File: config.mk
export PLATFORM = sky130hd
export DESIGN_NAME = stroke_replay_ctrl_flat
export DESIGN_NICKNAME = d
export VERILOG_FILES = /design/src/rtl/stroke_replay_ctrl_if.sv /design/src/rtl/stroke_replay_ctrl.sv /design/src/flat_wrapper.sv
export SDC_FILE = /design/constraint.sdc
export NUM_CORES = 2
export LEC_CHECK = 0
export CAP_MARGIN = 15
export CORE_UTILIZATION = 64
export DETAILED_ROUTE_END_ITERATION = 8
export HOLD_SLACK_MARGIN = 0.06
export PLACE_DENSITY = 0.82
export SYNTH_ARGS = -nofsm -noshare
export SYNTH_HDL_FRONTEND = slang
export SYNTH_SLANG_ARGS = --single-unit
export TNS_END_PERCENT = 5
File: constraint.sdc
create_clock -name clk -period 6.6 [get_ports clk]
set_input_delay 0.66 -clock clk [delete_from_list [all_inputs] [get_ports clk]]
set_output_delay 0.66 -clock clk [all_outputs]
set_load 0.05 [all_outputs]
File: src/rtl/stroke_replay_ctrl_if.sv
// Segment handshake between the stroke replay controller and a draw_line
// style rasteriser.
//   seg_valid  master->slave  segment on X1..Y2 is valid
//   seg_ready  slave->master  rasteriser accepts (transfer on valid & ready)
//   X1,Y1      master->slave  segment start point
//   X2,Y2      master->slave  segment end point
interface stroke_replay_ctrl_if #(
    parameter int CW = 16
);
    logic          seg_valid;
    logic          seg_ready;
    logic [CW-1:0] X1;
    logic [CW-1:0] Y1;
    logic [CW-1:0] X2;
    logic [CW-1:0] Y2;

    modport master (output seg_valid, X1, Y1, X2, Y2, input seg_ready);
    modport slave  (input seg_valid, X1, Y1, X2, Y2, output seg_ready);
endinterface

File: src/rtl/stroke_replay_ctrl.sv
// Stroke replay controller. Keeps the last DEPTH detected pen points (tagged
// with a pen-up flag) in a ring buffer and, on each end-of-frame, replays the
// stored shape as line segments (polyline / rectangle / triangle) over a
// valid/ready handshake.
// Ports:
//   clk, rst        clock, asynchronous active-low reset
//   i_mode          0/3 polyline, 1 rectangle, 2 triangle
//   i_detect        point strobe with i_X_pos / i_Y_pos
//   i_end_frame     end-of-frame strobe, starts a replay when idle
//   i_clear         flush buffer and gap counter, aborts a replay
//   seg             segment handshake (master side)
//   o_replay_busy   replay in progress
//   o_replay_done   pulse after the last segment of a replay
//   o_count         stored points, saturates at DEPTH
//   o_overrun       pulse when i_end_frame arrives during a replay
module stroke_replay_ctrl #(
    parameter int DEPTH      = 8,
    parameter int CW         = 16,
    parameter int GAP_FRAMES = 8
) (
    input  logic                       clk,
    input  logic                       rst,
    input  logic [1:0]                 i_mode,
    input  logic                       i_detect,
    input  logic [CW-1:0]              i_X_pos,
    input  logic [CW-1:0]              i_Y_pos,
    input  logic                       i_end_frame,
    input  logic                       i_clear,
    stroke_replay_ctrl_if.master       seg,
    output logic                       o_replay_busy,
    output logic                       o_replay_done,
    output logic [$clog2(DEPTH+1)-1:0] o_count,
    output logic                       o_overrun
);
    localparam int IW   = (DEPTH > 1) ? $clog2(DEPTH) : 1;
    localparam int CNTW = $clog2(DEPTH + 1);
    localparam int SW   = CNTW + 1;
    localparam int GW   = $clog2(GAP_FRAMES + 1);

    typedef struct packed {
        logic [CW-1:0] x;
        logic [CW-1:0] y;
        logic          pu;
    } point_t;

    typedef enum logic [1:0] {M_POLY, M_RECT, M_TRI} mode_e;
    typedef enum logic {S_IDLE, S_REPLAY} state_e;

    // storage side
    point_t          r_buf [DEPTH];
    logic [IW-1:0]   r_head;
    logic [CNTW-1:0] r_count;
    logic [GW-1:0]   r_gap;
    logic            r_first;

    // replay side: snapshot is stored oldest-first so replay never wraps
    point_t          r_snap [DEPTH];
    logic [CNTW-1:0] r_rcnt;
    logic [CNTW-1:0] r_k;
    logic [1:0]      r_seg;
    mode_e           r_mode;
    state_e          r_state, w_state_nxt;
    logic            r_done, r_overrun;

    logic            w_wr, w_start, w_hs;
    point_t          w_pt;
    logic [IW-1:0]   w_head_post, w_tail;
    logic [CNTW-1:0] w_cnt_post;
    logic [SW-1:0]   w_tail_sum;
    point_t          w_snap [DEPTH];

    logic [DEPTH-1:0] w_cand;
    logic             w_pfound, w_pmore;
    logic [IW-1:0]    w_pidx;
    point_t           w_n1, w_n2, w_n3, w_p0, w_p1;
    logic             w_cur_v, w_last;
    logic [CW-1:0]    w_sx1, w_sy1, w_sx2, w_sy2;

    function automatic logic [IW-1:0] ring_idx(input logic [IW-1:0] base, input int ofs);
        logic [SW-1:0] s;
        s = SW'(base) + SW'(ofs);
        if (s >= SW'(DEPTH)) s = s - SW'(DEPTH);
        return IW'(s);
    endfunction

    // ------------------------------------------------------------ write path
    assign w_wr = i_detect & ~i_clear;
    assign w_pt = '{x: i_X_pos, y: i_Y_pos, pu: r_first | (r_gap >= GW'(GAP_FRAMES))};

    always_comb begin
        w_head_post = r_head;
        w_cnt_post  = r_count;
        if (w_wr) begin
            w_head_post = (r_head == IW'(DEPTH - 1)) ? '0 : r_head + 1'b1;
            if (r_count != CNTW'(DEPTH)) w_cnt_post = r_count + 1'b1;
        end
    end

    // Oldest entry after this cycle's write; head < DEPTH and count <= DEPTH
    // so one conditional subtract is enough for the modulo.
    assign w_tail_sum = SW'(w_head_post) + SW'(DEPTH) - SW'(w_cnt_post);
    assign w_tail     = (w_tail_sum >= SW'(DEPTH)) ? IW'(w_tail_sum - SW'(DEPTH)) : IW'(w_tail_sum);

    // Linearised post-write view of the ring: a point written in the
    // end-of-frame cycle is forwarded so it is part of this replay.
    always_comb begin
        for (int i = 0; i < DEPTH; i++) begin
            if (w_wr && ring_idx(w_tail, i) == r_head) w_snap[i] = w_pt;
            else                                       w_snap[i] = r_buf[ring_idx(w_tail, i)];
        end
    end

    always_ff @(posedge clk or negedge rst) begin
        if (!rst) begin
            for (int i = 0; i < DEPTH; i++) r_buf[i] <= '0;
            r_head  <= '0;
            r_count <= '0;
            r_gap   <= '0;
            r_first <= 1'b1;
        end else if (i_clear) begin
            r_head  <= '0;
            r_count <= '0;
            r_gap   <= '0;
            r_first <= 1'b1;
        end else begin
            if (w_wr) begin
                r_buf[r_head] <= w_pt;
                r_first       <= 1'b0;
            end
            r_head  <= w_head_post;
            r_count <= w_cnt_post;
            // detect beats end_frame on the gap counter
            if (i_detect)
                r_gap <= '0;
            else if (i_end_frame && r_gap < GW'(GAP_FRAMES))
                r_gap <= r_gap + 1'b1;
        end
    end

    // ----------------------------------------------------------- replay path
    assign w_start = (r_state == S_IDLE) & i_end_frame & ~i_clear;
    assign w_hs    = (r_state == S_REPLAY) & w_cur_v & seg.seg_ready;

    // Polyline: candidate end points k >= r_k that are drawable; index 0 is
    // never a candidate, which makes the oldest point behave as pen-up.
    always_comb begin
        w_cand = '0;
        for (int k = 1; k < DEPTH; k++)
            w_cand[k] = (CNTW'(k) < r_rcnt) && (CNTW'(k) >= r_k) && !r_snap[k].pu;
        w_pfound = 1'b0;
        w_pmore  = 1'b0;
        w_pidx   = '0;
        for (int k = 0; k < DEPTH; k++) begin
            if (w_cand[k]) begin
                if (w_pfound) w_pmore = 1'b1;
                else begin
                    w_pfound = 1'b1;
                    w_pidx   = IW'(k);
                end
            end
        end
    end

    assign w_p1 = r_snap[w_pidx];
    assign w_p0 = r_snap[w_pidx - 1'b1];
    assign w_n1 = r_snap[IW'(r_rcnt - CNTW'(1))];
    assign w_n2 = r_snap[IW'(r_rcnt - CNTW'(2))];
    assign w_n3 = r_snap[IW'(r_rcnt - CNTW'(3))];

    always_comb begin
        w_cur_v = 1'b0;
        w_last  = 1'b0;
        w_sx1   = '0;
        w_sy1   = '0;
        w_sx2   = '0;
        w_sy2   = '0;
        case (r_mode)
            M_RECT: begin
                w_cur_v = (r_rcnt >= CNTW'(2));
                w_last  = (r_seg == 2'd3);
                case (r_seg)
                    2'd0:    {w_sx1, w_sy1, w_sx2, w_sy2} = {w_n2.x, w_n2.y, w_n1.x, w_n2.y};
                    2'd1:    {w_sx1, w_sy1, w_sx2, w_sy2} = {w_n1.x, w_n2.y, w_n1.x, w_n1.y};
                    2'd2:    {w_sx1, w_sy1, w_sx2, w_sy2} = {w_n1.x, w_n1.y, w_n2.x, w_n1.y};
                    default: {w_sx1, w_sy1, w_sx2, w_sy2} = {w_n2.x, w_n1.y, w_n2.x, w_n2.y};
                endcase
            end
            M_TRI: begin
                w_cur_v = (r_rcnt >= CNTW'(3)) && (r_seg != 2'd3);
                w_last  = (r_seg == 2'd2);
                case (r_seg)
                    2'd0:    {w_sx1, w_sy1, w_sx2, w_sy2} = {w_n3.x, w_n3.y, w_n2.x, w_n2.y};
                    2'd1:    {w_sx1, w_sy1, w_sx2, w_sy2} = {w_n2.x, w_n2.y, w_n1.x, w_n1.y};
                    default: {w_sx1, w_sy1, w_sx2, w_sy2} = {w_n1.x, w_n1.y, w_n3.x, w_n3.y};
                endcase
            end
            default: begin
                w_cur_v = w_pfound;
                w_last  = ~w_pmore;
                {w_sx1, w_sy1, w_sx2, w_sy2} = {w_p0.x, w_p0.y, w_p1.x, w_p1.y};
            end
        endcase
    end

    always_ff @(posedge clk or negedge rst) begin
        if (!rst) begin
            for (int i = 0; i < DEPTH; i++) r_snap[i] <= '0;
            r_rcnt <= '0;
            r_k    <= '0;
            r_seg  <= '0;
            r_mode <= M_POLY;
        end else if (w_start) begin
            for (int i = 0; i < DEPTH; i++) r_snap[i] <= w_snap[i];
            r_rcnt <= w_cnt_post;
            r_k    <= CNTW'(1);
            r_seg  <= '0;
            r_mode <= (i_mode == 2'd1) ? M_RECT : (i_mode == 2'd2) ? M_TRI : M_POLY;
        end else if (w_hs) begin
            r_k   <= CNTW'(w_pidx) + 1'b1;
            r_seg <= r_seg + 1'b1;
        end
    end

    // ------------------------------------------------------------------- FSM
    always_ff @(posedge clk or negedge rst) begin
        if (!rst) begin
            r_state   <= S_IDLE;
            r_done    <= 1'b0;
            r_overrun <= 1'b0;
        end else begin
            r_state   <= w_state_nxt;
            // a clear-induced exit is an abort, not a completion
            r_done    <= (r_state == S_REPLAY) && !i_clear && (w_state_nxt == S_IDLE);
            r_overrun <= (r_state == S_REPLAY) && i_end_frame;
        end
    end

    always_comb begin
        w_state_nxt = r_state;
        case (r_state)
            S_IDLE:   if (w_start) w_state_nxt = S_REPLAY;
            S_REPLAY: if (i_clear || !w_cur_v || (seg.seg_ready && w_last)) w_state_nxt = S_IDLE;
            default:  w_state_nxt = S_IDLE;
        endcase
    end

    always_comb begin
        seg.seg_valid = 1'b0;
        seg.X1        = '0;
        seg.Y1        = '0;
        seg.X2        = '0;
        seg.Y2        = '0;
        o_replay_busy = (r_state == S_REPLAY);
        if (r_state == S_REPLAY && w_cur_v) begin
            seg.seg_valid = 1'b1;
            seg.X1        = w_sx1;
            seg.Y1        = w_sy1;
            seg.X2        = w_sx2;
            seg.Y2        = w_sy2;
        end
    end

    assign o_count       = r_count;
    assign o_replay_done = r_done;
    assign o_overrun     = r_overrun;
endmodule
File: src/flat_wrapper.sv
// flat-port wrapper written by rule: the top's interface ports become plain ports
module stroke_replay_ctrl_flat 
#(
    parameter int DEPTH      = 8,
    parameter int CW         = 16,
    parameter int GAP_FRAMES = 8
)
  (clk, rst, i_mode, i_detect, i_X_pos, i_Y_pos, i_end_frame, i_clear, o_replay_busy, o_replay_done, o_count, o_overrun, seg_seg_valid, seg_X1, seg_Y1, seg_X2, seg_Y2, seg_seg_ready);
  stroke_replay_ctrl_if #(.CW(CW)) seg_i ();
  input  logic clk;
  input  logic rst;
  input  logic [1:0] i_mode;
  input  logic i_detect;
  input  logic [CW-1:0] i_X_pos;
  input  logic [CW-1:0] i_Y_pos;
  input  logic i_end_frame;
  input  logic i_clear;
  output logic o_replay_busy;
  output logic o_replay_done;
  output logic [$clog2(DEPTH+1)-1:0] o_count;
  output logic o_overrun;
  output wire logic [$bits(seg_i.seg_valid)-1:0] seg_seg_valid;
  output wire logic [$bits(seg_i.X1)-1:0] seg_X1;
  output wire logic [$bits(seg_i.Y1)-1:0] seg_Y1;
  output wire logic [$bits(seg_i.X2)-1:0] seg_X2;
  output wire logic [$bits(seg_i.Y2)-1:0] seg_Y2;
  input wire logic [$bits(seg_i.seg_ready)-1:0] seg_seg_ready;
  assign seg_seg_valid = seg_i.seg_valid;
  assign seg_X1 = seg_i.X1;
  assign seg_Y1 = seg_i.Y1;
  assign seg_X2 = seg_i.X2;
  assign seg_Y2 = seg_i.Y2;
  assign seg_i.seg_ready = seg_seg_ready;
  stroke_replay_ctrl #(.DEPTH(DEPTH), .CW(CW), .GAP_FRAMES(GAP_FRAMES)) u_core (.clk(clk), .rst(rst), .i_mode(i_mode), .i_detect(i_detect), .i_X_pos(i_X_pos), .i_Y_pos(i_Y_pos), .i_end_frame(i_end_frame), .i_clear(i_clear), .seg(seg_i), .o_replay_busy(o_replay_busy), .o_replay_done(o_replay_done), .o_count(o_count), .o_overrun(o_overrun));
endmodule
======== Word-level counts from Yosys, hierarchy flattened ========
Cells that the tools add are included.
word-level totals
  bits of input ports ..................... 40
  output and inout bits ................... 72
  bits in writable memories ............... 0
  word-level logic and storage cells ...... 356
  latch bits .............................. 0
  bits in read-only memories .............. 0
  memories kept ........................... 0
  register bits after elaboration ......... 555
operators by class
  $mul .................................... 0
  shift-type cells ........................ 0
  equal/unequal tests ..................... 18
  muxes and demuxes ....................... 138
  bitwise gates (word level) .............. 24
  add/sub/neg operators ................... 27
  divide/modulo/power cells ............... 0
  reduce and logical (&&, ||, !) cells .... 48
  $lt $le $gt $ge ......................... 42
operator list
  kind                   number
  $bmux W33 S3           13
  $mux W33               35
  $bwmux W264            1
  $pmux W16 S2           8
  $mux W16               8
  $demux W33 S3          1
  $mux W3                31
  $ge A4 B4 Y1 const B   22
  $not A3 Y4             14
  $sub A3 B1 Y3 const B  11
  $mux W4                8
  $logic_and A1 B1 Y1    30
  $mux W1                25
  $eq A3 B3 Y1           8
  $add A3 B3 Y4 const B  4
  $ge A3 B4 Y1 const A   4
  $lt A3 B4 Y1 const A   4
  $mux W2                5
  $logic_not A1 Y1       9
  $add A3 B1 Y4 const B  2
  $add A3 B2 Y4 const B  2
  $add A4 B1 Y4 const B  2
  $eq A2 B2 Y1 const B   4
  $ge A2 B4 Y1 const A   2
  27 further kinds       44

======== Longest topological paths before layout ========
  depth after elaboration ................. 24
  mapped depth ............................ 22
  depth with buffers taken out ............ 16

======== Worst setup path before layout ========
No wires, ideal clock.
  path kind ............................... register -> output
  start point ............................. reg u_core.r_rcnt[0]
  end point ............................... out seg_X1[2]
  stages on the path, launching flop included .. 22
  data arrival time ....................... 5.567 ns
  setup slack ............................. 0.373 ns
  cell sequence ........................... dfrtp_1 > buf_2 > buf_2 > buf_4 > buf_2 > inv_1 > ha_1 > nor4b_1 > a32o_1 > o31ai_2 > and2_1 > buf_2 > buf_2 > buf_2 > ha_1 > clkbuf_1 > clkbuf_1 > clkbuf_1 > mux2i_1 > mux2i_1 > o32ai_1 > nor3_1
on the way
  word-level cells in the longest chain between the ends .. 23
ends and longest elaborated chain
  element                                      RTL line                   RTL
  start: declaration                           stroke_replay_ctrl.sv:58   logic [CNTW-1:0] r_rcnt;
  start signal: assignment                     stroke_replay_ctrl.sv:214  r_rcnt <= w_cnt_post;
  $lt A1 B4 Y1                                 stroke_replay_ctrl.sv:149  w_cand[k] = (CNTW'(k) < r_rcnt) && (CNTW'(k) >= r_k) && !r_snap[k].pu;
  $logic_and A1 B1 Y1 (2 in a row)             stroke_replay_ctrl.sv:149
  $mux W1                                      stroke_replay_ctrl.sv:154  if (w_cand[k]) begin
  $mux W2                                      stroke_replay_ctrl.sv:155  if (w_pfound) w_pmore = 1'b1;
  $mux W3                                      stroke_replay_ctrl.sv:154
  $mux W3                                      stroke_replay_ctrl.sv:155
  $mux W3                                      stroke_replay_ctrl.sv:154
  $mux W3                                      stroke_replay_ctrl.sv:155
  [5 not listed]                               -
  $mux W3                                      stroke_replay_ctrl.sv:155
  $mux W3                                      stroke_replay_ctrl.sv:154
  $sub A3 B1 Y3                                stroke_replay_ctrl.sv:165  assign w_p0 = r_snap[w_pidx - 1'b1];
  $not A3 Y4 (implied by the code)             stroke_replay_ctrl.sv:165
  $bmux W33 S3                                 stroke_replay_ctrl.sv:165
  $mux W33 (implied by the code) (2 in a row)  stroke_replay_ctrl.sv:165
  $pmux W16 S2                                 stroke_replay_ctrl.sv:177  case (r_mode)
  $mux W16 (*)                                 stroke_replay_ctrl.sv:254  if (r_state == S_REPLAY && w_cur_v) begin
  end: declaration                             flat_wrapper.sv:23         output wire logic [$bits(seg_i.X1)-1:0] seg_X1;
Mark *: on every way between the ends. The rest lies on a longest branch, timed or not. The select of a mux whose other input is x is not followed.

======== Worst setup path after layout ========
  start point ............................. reg u_core.r_rcnt[3]
  end point ............................... out seg_Y1[9]
on the way
  word-level cells in the longest chain between the ends .. 23
ends and longest elaborated chain
  element                                      RTL line                   RTL
  $lt A1 B4 Y1                                 stroke_replay_ctrl.sv:149
  $logic_and A1 B1 Y1 (2 in a row)             stroke_replay_ctrl.sv:149
  $mux W1                                      stroke_replay_ctrl.sv:154
  $mux W2                                      stroke_replay_ctrl.sv:155
  $mux W3                                      stroke_replay_ctrl.sv:154
  $mux W3                                      stroke_replay_ctrl.sv:155
  $mux W3                                      stroke_replay_ctrl.sv:154
  $mux W3                                      stroke_replay_ctrl.sv:155
  [5 not listed]                               -
  $mux W3                                      stroke_replay_ctrl.sv:155
  $mux W3                                      stroke_replay_ctrl.sv:154
  $sub A3 B1 Y3                                stroke_replay_ctrl.sv:165
  $not A3 Y4 (implied by the code)             stroke_replay_ctrl.sv:165
  $bmux W33 S3                                 stroke_replay_ctrl.sv:165
  $mux W33 (implied by the code) (2 in a row)  stroke_replay_ctrl.sv:165
  $pmux W16 S2                                 stroke_replay_ctrl.sv:177
  $mux W16 (*)                                 stroke_replay_ctrl.sv:254
  end: declaration                             flat_wrapper.sv:24         output wire logic [$bits(seg_i.Y1)-1:0] seg_Y1;
Marks and branches as above.

==> summary.md <==
| Metric | Value |
|---|---|
| Post-CTS Hold Buffers | 0 |
| Remaining antenna violation count after routing | 0 |
| CTS Buffer Depth | 3 |
| Slowest-stage cell, CP | a21o_2 |
| Final setup TNS | 0 ns |
| Fin. Hold Viols | 0 |
| Average cell area after synthesis | 10.1 µm² |
| Top post-synthesis cells by area | dfrtp_1, mux2_2, mux4_2, mux2i_1, nand2_1 |
| Area Overhead vs Synth | 8.00% |
| Worst slew pin tran | about 1.2 ns |
| Largest net degree at the start of global routing | about 200 |
| Drt drc | 0 |
| Leakage dissipation | about 20 nW |
| Period Utilization, post-route | a little over nine tenths |
| Vias in the first global route | about 37000 |
| CTS tree | yes |
| Total gr overflow | 0 |
| Fin. max-slew vios | 0 |
| Final setup vio count | 0 |
| WL final | 151 mm |
| Place WS | a little over 1 ns |
| Hold WC Path Type | input pin to async pin |
| Syn nets | 4451 |
| Main synth FF type | dfrtp_1 |
| Most frequent cell after synthesis | nand2_1 |
| Worst skew pair latency | approximately 0.63 ns |
| Met2 GRT Util | a little over half |
| Reg clk slew, reported paths | 0.07 ns |
| Layout Nets | roughly 4200 |
| Mapped Area | 44400 µm² |
| Slew margin rel. | 20.8% |
| RSZ-0062 raised after global routing | no |
| Crit path cell chain | nor2_2 > a21o_2 > and2_4 > inv_2 > ha_1 > o21ai_0 > a21o_1 > buf_4 > o32ai_1 > a211oi_1 > buf_12 |
| Met1 Use GR | around three fifths |
| Worst Skew | between 0.02 and 0.025 ns |
| Hpwl dp | slightly below 100 mm |
| Tot Pwr | ~25 mW |
| Die width | between 200 and 300 µm |
| Clock sinks | ~550 |
| Die Ht | approximately 270 µm |
| WP buf/inv | 3 |
| I/O pins | about 110 |
| Top Family by Delay on Critical Path | compound AO/OA/AOI/OAI gates |
| Largest stage delay on the critical path | about 0.82 ns |
| Kind of capture point of the worst setup path | primary output |
| Critical path peak fanout | 53 |
| Final estimated routing congestion in global placement | 0.993 |
| Critical Path AT | ~5.6 ns |
| Unique cell type count in the Yosys netlist | a little over 70 |
| Initial Utilization | approximately two thirds |
| Via count | a little under 40000 |
| CP Class | flip-flop to primary output |
| WL/cell | ~30 µm |
| Setup bufs post-CTS | 0 |
| H-tree levels | 2 |
| Final worst setup slack | 0.376 ns |
| Initial antenna violation count | 17 |
| Maximum vdd ir drop | 0.000673 V |
| CTS buffer count | 57 |
| Share of layout cells above drive strength 1 | about a quarter |
| Max Fclk | 0.161 GHz |
| Clock root buffer | clkbuf_16 |
| Met3 Use GR | between 20% and 30% |
| First-pass GRT wire length | about 230 mm |
| Yosys reg bits | ~550 |
| Post-synth EDFFs | 0 |
| MaxCap Viol Count | 0 |
| First-pass iteration count of the detailed router | 9 |
| Largest area contributor in the netlist | dfrtp_1 |
| Core Box Area | 68600 µm² |
| Asr flop ratio synth | 100% |
| Power density over the cells | ~520 nW/µm² |
| Most Crowded Layer GR | met1 |
| Cts repair resizes | 0 |
| Row count | 96 |
| Synth warn | 0 |
| Fin cells | around 5200 |
| Startpoint types | flip-flop |
| Sequential share of the synthesized area | about 31% |
| Post-Place Cells | just over 5000 |
| Initial DRC count | around 6600 |
| I/O Buffers | roughly 110 |
| Total track usage | 42.1% |
| Outcome | finished clean |
| DIE AREA | around 70000 µm² |
| Commonest cells post-synth | nand2_1, mux2_2, dfrtp_1 |
| Required time of the critical path | around 5.9 ns |
| Tmin final | 6.22 ns |
| Fillers | ~4700 |
| Syn Inst Count | between 4000 and 5000 |
| Drt via density | between 7 and 8 |
| Yosys top cell area share | roughly 31% |
-- layout make-up --
| cell class | instances | area, µm² | area share, % |
|---|---|---|---|
| sequential | 554 | 13900 | 28.9 |
| clock inverter | 17 | 206 | 0.431 |
| timing repair buffer | 190 | 2140 | 4.46 |
| clock buffer | 84 | 1740 | 3.63 |
| tap | 931 | 1160 | 2.43 |
| multi-input combinational | 3350 | 28700 | 59.9 |
| antenna | 9 | 22.5 | 0.0470 |
| inverter | 23 | 87.6 | 0.183 |
-- cell usage in the layout (no fill, tap or decap), drive strengths merged, types with 3 or more instances in the layout --
cell	instances
clkbuf	84
a22o	18
a211oi	50
a21o	5
nand3b	3
ha	20
nor3b	4
and2	3
and3	33
a21oi	47
a22oi	17
xor2	6
xnor2	8
o2111a	16
bufinv	4
nand3	232
nor3	27
diode	9
nand4	11
a31oi	48
nor2b	5
o21ai	263
dfrtp	553
nand2	658
inv	20
a221oi	48
buf	144
clkdlybuf4s50	46
clkinv	15
nor2	135
mux2i	550
or4	3
nand2b	3
o211ai	199
a311o	15
o32ai	31
o22a	15
mux2	555
o22ai	32
mux4	263
-- final timing paths --
| check | from | endpoint | slack (ns) | cells past startpoint |
|---|---|---|---|---|
| max in group asynchronous | rst | u_core.r_rcnt[0] | 4.92 | 2 |
| worst min register to register | u_core.r_first | u_core.r_first | 0.54 | 1 |
| worst min-delay path | rst | u_core.r_mode[0] | 0.06 | 1 |
| worst max-delay path | u_core.r_rcnt[3] | seg_Y1[9] | 0.38 | 11 |
| worst max register to register | u_core.r_head[1] | u_core.r_snap[81] | 1.66 | 16 |
| min in group clk | u_core.r_first | u_core.r_first | 0.54 | 1 |
-- logic make-up (layout without fill, tap and decap cells) --
kind of cell	count (synthesis)	after routing	synth area share (%)
muxes	1368	1368	39.8
adders and majority gates	21	21	0.609
and+or+nand+nor	1122	1122	10.7
DFF	554	554	31.2
AOI/OAI and AO/OA	824	824	12.6
other	0	9	0
buffers and inverters	486	314	4.66
xor gates and xnor gates	15	15	0.380
-- power by group --
| part | total (mW) | internal [mW] | switching, mW |
|---|---|---|---|
| clock | 3.39 | 1.97 | 1.41 |
| combinational | 15.5 | 6.50 | 8.96 |
| sequential | 6.17 | 4.28 | 1.89 |
| total | 25.0 | 12.8 | 12.3 |
-- per-stage QoR --
stage          hold slack, ns  util [%]  area [µm²]
2_1_floorplan           0.364         -       44400
3_3_place_gp            0.504      67.0       46000
3_5_place_dp            0.517      67.0       46000
4_1_cts                 0.121      69.9       47900
5_1_grt                 0.125      69.9       47900
6_report               0.0574      69.9       47900
-- sequential cells by signal (all words and copies together) (netlist names), 2 cells and up --
| signal | count |
|---|---|
| u_core.o_count | 4 |
| u_core.r_buf | 264 |
| u_core.r_gap | 4 |
| u_core.r_head | 3 |
| u_core.r_k | 4 |
| u_core.r_mode | 2 |
| u_core.r_rcnt | 4 |
| u_core.r_seg | 2 |
| u_core.r_snap | 263 |
-- metal layers --
layer	vias to the layer above	routed length, µm
li1	16200	-
met1	19300	57000
met2	3224	59600
met3	479	28500
met4	14	5120
met5	-	310
Note: power is estimated with default switching activity, not from simulation.
